**src/rtl/tlb_entry_pkg.sv**
```systemverilog
// tlb_entry_pkg: shared flag layout and entry record for the TLB entry cache.
package tlb_entry_pkg;
  localparam int NUM_FLAGS = 12;
  localparam int PPN_W = 20;
  localparam int FLAG_U = 11;
  localparam int FLAG_AE = 10;
  localparam int FLAG_SW = 9;
  localparam int FLAG_SX = 8;
  localparam int FLAG_SR = 7;
  localparam int FLAG_PW = 6;
  localparam int FLAG_PX = 5;
  localparam int FLAG_PR = 4;
  localparam int FLAG_PAL = 3;
  localparam int FLAG_PAA = 2;
  localparam int FLAG_EFF = 1;
  localparam int FLAG_C = 0;
  typedef struct packed {
    logic [PPN_W-1:0] ppn;
    logic [NUM_FLAGS-1:0] flags;
  } tlb_entry_t;
endpackage

```
**src/rtl/tlb_entry_cache_if.sv**
```systemverilog
// tlb_entry_cache_if: lookup, refill and sfence bundle; perf counters exist only with TLB_ENTRY_CACHE_PERF_EN.
interface tlb_entry_cache_if #(parameter int VPN_BITS = 27, parameter int PPN_BITS = 20);
  import tlb_entry_pkg::*;
  logic req_valid;
  logic [VPN_BITS-1:0] req_vpn;
  logic resp_valid;
  logic resp_hit;
  logic [PPN_BITS-1:0] resp_ppn;
  logic [NUM_FLAGS-1:0] resp_flags;
  logic refill_valid;
  logic refill_ready;
  logic [VPN_BITS-1:0] refill_vpn;
  logic [PPN_BITS-1:0] refill_ppn;
  logic [NUM_FLAGS-1:0] refill_flags;
  logic sfence_valid;
  logic sfence_rs1;
  logic [VPN_BITS-1:0] sfence_vpn;
`ifdef TLB_ENTRY_CACHE_PERF_EN
  logic [31:0] perf_hits;
  logic [31:0] perf_misses;
`endif
  modport master (
    output req_valid, req_vpn, refill_valid, refill_vpn, refill_ppn, refill_flags,
           sfence_valid, sfence_rs1, sfence_vpn,
    input resp_valid, resp_hit, resp_ppn, resp_flags, refill_ready
`ifdef TLB_ENTRY_CACHE_PERF_EN
    , input perf_hits, perf_misses
`endif
  );
  modport slave (
    input req_valid, req_vpn, refill_valid, refill_vpn, refill_ppn, refill_flags,
          sfence_valid, sfence_rs1, sfence_vpn,
    output resp_valid, resp_hit, resp_ppn, resp_flags, refill_ready
`ifdef TLB_ENTRY_CACHE_PERF_EN
    , output perf_hits, perf_misses
`endif
  );
endinterface

```
**src/rtl/tlb_entry_victim_sel.sv**
```systemverilog
// tlb_entry_victim_sel: picks the refill slot (matching entry, else lowest invalid, else round-robin pointer).
module tlb_entry_victim_sel #(
  parameter int ENTRIES = 8,
  localparam int PW = $clog2(ENTRIES)
) (
  input  logic [ENTRIES-1:0] valid,
  input  logic [ENTRIES-1:0] hit,
  input  logic [PW-1:0]      ptr,
  output logic [ENTRIES-1:0] sel,
  output logic               adv
);
  always_comb begin
    adv = !(|hit) && (&valid);
    sel = (|hit) ? hit : !(&valid) ? (~valid & (valid + ENTRIES'(1))) : (ENTRIES'(1) << ptr);
  end
endmodule

```
**src/rtl/tlb_entry_cache.sv**
```systemverilog
// tlb_entry_cache: fully-associative ppn/flag cache with PTW refill and sfence; TLB_ENTRY_CACHE_PERF_EN adds hit/miss counters.
module tlb_entry_cache
  import tlb_entry_pkg::*;
#(
  parameter int ENTRIES = 8,
  parameter int VPN_BITS = 27,
  parameter int PPN_BITS = 20
) (
  input logic clock,
  input logic reset,
  tlb_entry_cache_if.slave io
);
  localparam int PW = $clog2(ENTRIES);
  logic [VPN_BITS-1:0] tag [ENTRIES];
  tlb_entry_t data [ENTRIES];
  logic [ENTRIES-1:0] valid, lhit, rhit, shit, sel;
  logic [PW-1:0] ptr;
  logic adv, fire;
  tlb_entry_t rd, wr;
  always_comb begin
    lhit = '0;
    rhit = '0;
    shit = '0;
    rd = '0;
    wr.ppn = PPN_W'(io.refill_ppn);
    wr.flags = io.refill_flags;
    for (int i = 0; i < ENTRIES; i++) begin
      lhit[i] = valid[i] && tag[i] == io.req_vpn;
      rhit[i] = valid[i] && tag[i] == io.refill_vpn;
      shit[i] = valid[i] && tag[i] == io.sfence_vpn;
      rd = rd | (lhit[i] ? data[i] : '0);
    end
  end
  assign io.refill_ready = !io.sfence_valid && !reset;
  assign fire = io.refill_valid && io.refill_ready;
  tlb_entry_victim_sel #(.ENTRIES(ENTRIES)) u_victim (
    .valid(valid),
    .hit(rhit),
    .ptr(ptr),
    .sel(sel),
    .adv(adv)
  );
  always_ff @(posedge clock) begin
    if (reset) begin
      valid <= '0;
      ptr <= '0;
      io.resp_valid <= 1'b0;
      io.resp_hit <= 1'b0;
      io.resp_ppn <= '0;
      io.resp_flags <= '0;
    end else begin
      io.resp_valid <= io.req_valid;
      io.resp_hit <= io.req_valid && (|lhit);
      io.resp_ppn <= io.req_valid ? PPN_BITS'(rd.ppn) : '0;
      io.resp_flags <= io.req_valid ? rd.flags : '0;
      if (io.sfence_valid)
        valid <= io.sfence_rs1 ? (valid & ~shit) : '0;
      else if (fire) begin
        valid <= valid | sel;
        if (adv) ptr <= ptr + PW'(1);
      end
    end
  end
  // Entry payload needs no reset: valid bits gate every use.
  always_ff @(posedge clock) begin
    for (int i = 0; i < ENTRIES; i++)
      if (fire && sel[i]) begin
        tag[i] <= io.refill_vpn;
        data[i] <= wr;
      end
  end
`ifdef TLB_ENTRY_CACHE_PERF_EN
  always_ff @(posedge clock) begin
    if (reset) begin
      io.perf_hits <= '0;
      io.perf_misses <= '0;
    end else begin
      if (io.resp_valid && io.resp_hit && !(&io.perf_hits)) io.perf_hits <= io.perf_hits + 32'd1;
      if (io.resp_valid && !io.resp_hit && !(&io.perf_misses)) io.perf_misses <= io.perf_misses + 32'd1;
    end
  end
`endif
endmodule

```
**src/flat_wrapper.sv**
```systemverilog
// flat-port wrapper written by rule: the top's interface ports become plain ports
module tlb_entry_cache_flat import tlb_entry_pkg::*;
#(
  parameter int ENTRIES = 8,
  parameter int VPN_BITS = 27,
  parameter int PPN_BITS = 20
)
  (clock, reset, io_req_valid, io_req_vpn, io_refill_valid, io_refill_vpn, io_refill_ppn, io_refill_flags, io_sfence_valid, io_sfence_rs1, io_sfence_vpn, io_resp_valid, io_resp_hit, io_resp_ppn, io_resp_flags, io_refill_ready);
  tlb_entry_cache_if #(.VPN_BITS(VPN_BITS), .PPN_BITS(PPN_BITS)) io_i ();
  input logic clock;
  input logic reset;
  input wire logic [$bits(io_i.req_valid)-1:0] io_req_valid;
  input wire logic [$bits(io_i.req_vpn)-1:0] io_req_vpn;
  input wire logic [$bits(io_i.refill_valid)-1:0] io_refill_valid;
  input wire logic [$bits(io_i.refill_vpn)-1:0] io_refill_vpn;
  input wire logic [$bits(io_i.refill_ppn)-1:0] io_refill_ppn;
  input wire logic [$bits(io_i.refill_flags)-1:0] io_refill_flags;
  input wire logic [$bits(io_i.sfence_valid)-1:0] io_sfence_valid;
  input wire logic [$bits(io_i.sfence_rs1)-1:0] io_sfence_rs1;
  input wire logic [$bits(io_i.sfence_vpn)-1:0] io_sfence_vpn;
  output wire logic [$bits(io_i.resp_valid)-1:0] io_resp_valid;
  output wire logic [$bits(io_i.resp_hit)-1:0] io_resp_hit;
  output wire logic [$bits(io_i.resp_ppn)-1:0] io_resp_ppn;
  output wire logic [$bits(io_i.resp_flags)-1:0] io_resp_flags;
  output wire logic [$bits(io_i.refill_ready)-1:0] io_refill_ready;
  assign io_i.req_valid = io_req_valid;
  assign io_i.req_vpn = io_req_vpn;
  assign io_i.refill_valid = io_refill_valid;
  assign io_i.refill_vpn = io_refill_vpn;
  assign io_i.refill_ppn = io_refill_ppn;
  assign io_i.refill_flags = io_refill_flags;
  assign io_i.sfence_valid = io_sfence_valid;
  assign io_i.sfence_rs1 = io_sfence_rs1;
  assign io_i.sfence_vpn = io_sfence_vpn;
  assign io_resp_valid = io_i.resp_valid;
  assign io_resp_hit = io_i.resp_hit;
  assign io_resp_ppn = io_i.resp_ppn;
  assign io_resp_flags = io_i.resp_flags;
  assign io_refill_ready = io_i.refill_ready;
  tlb_entry_cache #(.ENTRIES(ENTRIES), .VPN_BITS(VPN_BITS), .PPN_BITS(PPN_BITS)) u_core (.clock(clock), .reset(reset), .io(io_i));
endmodule
```
**config.mk**
```make
export PLATFORM = sky130hd
export DESIGN_NAME = tlb_entry_cache_flat
export DESIGN_NICKNAME = d
export VERILOG_FILES = /design/src/rtl/tlb_entry_pkg.sv /design/src/rtl/tlb_entry_cache_if.sv /design/src/rtl/tlb_entry_victim_sel.sv /design/src/rtl/tlb_entry_cache.sv /design/src/flat_wrapper.sv
export SDC_FILE = /design/constraint.sdc
export NUM_CORES = 1
export LEC_CHECK = 0
export ABC_CLOCK_PERIOD_IN_PS = 21100
export CORE_AREA = 2 2 207 209
export CTS_CLUSTER_DIAMETER = 50
export DETAILED_ROUTE_END_ITERATION = 10
export DIE_AREA = 0 0 209 211
export GPL_TIMING_DRIVEN = 0
export PLACE_DENSITY = 0.9
export SLEW_MARGIN = 25
export SYNTH_ARGS = -nofsm -noshare
export SYNTH_HDL_FRONTEND = slang
export SYNTH_SLANG_ARGS = --single-unit
```
**constraint.sdc**
```tcl
create_clock -name clock -period 21.1 [get_ports clock]
set_input_delay 4.22 -clock clock [delete_from_list [all_inputs] [get_ports clock]]
set_output_delay 4.22 -clock clock [all_outputs]
set_load 0.02 [all_outputs]
```
==> results of run 1 <==
==> worst min path at each step <==
| stage | slack (ns) | endpoint |
|---|---|---|
| 2_1_floorplan | 0.49 | u_core.valid[3]$_SDFFE_PP0P_ |
| 3_3_place_gp | 0.51 | u_core.io.resp_flags[10]$_SDFF_PP0_ |
| 4_1_cts | 0.53 | u_core.io.resp_ppn[18]$_SDFF_PP0_ |
| 5_1_grt | 0.56 | u_core.io.resp_ppn[15]$_SDFF_PP0_ |
| 6_report | 0.54 | u_core.io.resp_ppn[18]$_SDFF_PP0_ |
| 3_5_place_dp | 0.53 | u_core.io.resp_ppn[10]$_SDFF_PP0_ |
==> through the flow <==
stage	area (um^2)	cells	utilization, %
after detailed placement	27300	2432	65.4
after global routing	29300	2535	70.1
final	29300	2538	70.1
after floorplan	24800	1761	-
after global placement	26500	2399	63.3
after CTS	29200	2535	70.0
==> synthesized netlist by cell type, types with 2 or more instances <==
cell / count
edfxtp_1: 472
buf_2: 22
nand4_1: 134
o22ai_1: 4
nor2b_1: 2
a221oi_1: 32
a22oi_2: 4
o21ai_0: 8
a22o_1: 32
nor4_4: 6
xnor2_1: 487
dfxtp_1: 45
mux2_1: 2
buf_4: 44
nor2_1: 13
a31oi_1: 35
nor4_1: 62
nand2_1: 9
inv_1: 11
xor2_1: 161
or4_1: 2
nor3_1: 11
nor4_2: 2
clkbuf_1: 33
buf_6: 11
a21oi_1: 19
nand3_1: 13
buf_1: 2
a22oi_1: 61
ha_1: 6
or4_4: 3
nand2b_1: 3
==> power by group <==
group,total [mW],switching [mW],internal (mW)
Sequential,1.13,0.00421,1.12
Clock,1.03,0.443,0.590
Combinational,0.191,0.128,0.0636
Total,2.35,0.575,1.78
==> critical path: stages <==
cell	delay, ns
clkdlybuf4s50_1	0.53
nor2_1	0.17
clkbuf_1	0.40
clkdlybuf4s50_1	0.70
==> state kept, by name (all words and copies together), names as in the netlist <==
signal / count
u_core.io.resp_flags: 12
u_core.io.resp_hit: 1
u_core.io.resp_ppn: 20
u_core.io.resp_valid: 1
u_core.ptr: 3
u_core.valid: 8
u_core.tag: 216
u_core.data: 256
==> metal layers <==
metal / vias up / share of wire, % / track usage [%] / wire length (um)
met2: 1781 / 44 / 69.3 / 44100
met5: - / 0.091 / 0 / 92
met3: 406 / 14 / 13.4 / 13700
li1: 6967 / - / - / -
met1: 8750 / 33 / 57.1 / 33700
met4: 14 / 9.0 / 32.7 / 9010
==> final cells by class <==
class,count,area [um^2]
flip-flops and latches,517,15100
well taps,539,674
clock buffers,69,1480
multi-input cells,1120,9100
diodes,3,7.51
plain buffers,113,714
clock inverters,34,442
fillers,2744,12500
repair buffers,132,1740
inverters,11,41.3
==> cells by family after synthesis <==
family,synth area share [%]
DFF,60.8
and+or+nand+nor,6.90
xor gates and xnor gates,22.9
AOI/OAI and AO/OA,5.97
muxes,0.0908
buffers and inverters,3.03
adders and majority gates,0.303
==> flow_summary_export.csv, run 1 <==
group,metric,value,unit
outcome,status,"completed",
clock_tree,htreeDepth,2,
setup_path,cp_data_required_time,16.88,ns
clock_tree,clock_sinks,517,
setup_path,ff2ff_setup_slack,16.78,ns
detailed_routing,ant_nets,0,
setup_path,r2r-end,"u_core.data[0][108]$_DFFE_PP_",
global_routing,antenna_found_initial,10,
detailed_routing,wl,101,mm
final_layout,area.growth.synth_to_final,18.1,%
global_routing,overflow,0,
timing,period_share,48.5,%
detailed_routing,first_pass_iters,6,
die,coreArea,41800,um^2
timing,rsz0062_at_grt,"false",
setup_path,crit_path_max_fanout,10,
setup_path,startpoint,"reset",
synth,syn_inst,1761,
timing,final_hold_viol_count,0,
timing,final.min_clock_period,10.24,ns
die,io_pins,154,
global_routing,grt_pass1_wl,137,mm
die,rows,75,
synth,async_flop_share,0,%
synth,synthFlopType,"edfxtp_1",
clock_tree,postCtsHoldBufs,0,
timing,tns,0,ns
place,port_buffers,99,
power,irDropWorstVdd,0.0000800,V
synth,syn_area_per_cell,14.1,um^2
final_layout,final_nets,2075,
timing,fin_worst_skew,0.0290,ns
synth,syn_area,24800,um^2
clock_tree,cts_buffer_depth,3,
timing,tightestPinTransition,1.27,ns
setup_path,r2r_cells,10,
timing,slew_headroom,14.8,%
setup_path,crit_type,"in2out",
detailed_routing,drc,0,
synth,synth.area.top_cells,"edfxtp_1 57%, xnor2_1 17%, xor2_1 5.7%",
setup_path,cp-endpoint,"io_refill_ready",
global_routing,grt_util_all_layers,45.9,%
timing,fmax,97.7,MHz
setup_path,cp.arrival,6.02,ns
global_routing,grt_max_degree,21,
detailed_routing,drtIter0Drc,3512,
clock_tree,cts_tree,"built",
power,power.density,80.3,nW/um^2
place,dp_hpwl,70.8,mm
worst_hold_path,hold_depth,2,
clock_tree,cts_buffers,55,
setup_path,regToRegStartpoint,"u_core.tag[2][36]$_DFFE_PP_",
timing,hold_ws,0.540,ns
synth,ys_seq_elements,517,
synth,synth_edf_count,472,
synth,netlist.top_cell.by_area,"edfxtp_1",
final_layout,layout-drive-gt1-share,12.0,%
clock_tree,clkTransAtPathRegs,0.07,ns
die,die_w,209,um
synth,synth_top_area_share,57.2,%
timing,slew_viol_final,0,
worst_hold_path,hold_path.class,"reg2reg",
clock_tree,clock-root-buffer,"clkbuf_16",
synth,syn_nets,1886,
synth,synth-warning-count,0,
place,globalplace.congestion,1.14,
clock_tree,post_cts_resized,0,
die,start_util,59.4,%
job,drv_cap,0,
detailed_routing,num_vias,17918,
place,place_ws,10.91,ns
final_layout,layout_common_cells,"487 x xnor2_1, 472 x edfxtp_1, 161 x xor2_1",
detailed_routing,wl_per_cell,39.7,um
final_layout,final_common_cell,"xnor2_1",
setup_path,cp-start-kind,"input pin",
power,leakagePower,8.94,nW
clock_tree,cts_setup_buffers,0,
clock_tree,clkLatencyLatePin,0.65,ns
setup_path,setup.worst_path.end_class,"primary output",
timing,setup-violations-final,0,
timing,worst_slack,10.86,ns
die,dieArea,44100,um^2
power,total_power,2.35,mW
detailed_routing,vias_per_cell,7.06,
synth,ys_types,42,
worst_hold_path,min_from,"u_core.data[1][30]$_DFFE_PP_",
die,die_h,211,um
synth,yosysSeqAreaShare,60.8,%
global_routing,grt_pass1_vias,17075,
(Power assumes the default switching activity.)
==> run 2: changes to the inputs <==
- ABC_CLOCK_PERIOD_IN_PS: 21100 -> 10750
- clock period: 21.1 -> 10.75 ns (I/O delays scaled with it)
==> results of run 2 <==
The final DEF is identical to that of run 1. Status: completed.
Among the figures that moved: setup slack after placement 10.91 ns -> 3.65 ns; setup slack after layout 10.86 ns -> 4.16 ns; start point of the critical path reset -> io_refill_vpn[7]; end point of the critical path io_refill_ready -> u_core.data[0][12]$_DFFE_PP_; register-to-register setup slack 16.78 ns -> 6.43 ns; total power 2.35 mW -> 4.61 mW; worst IR drop on VDD 0.0000800 V -> 0.000157 V
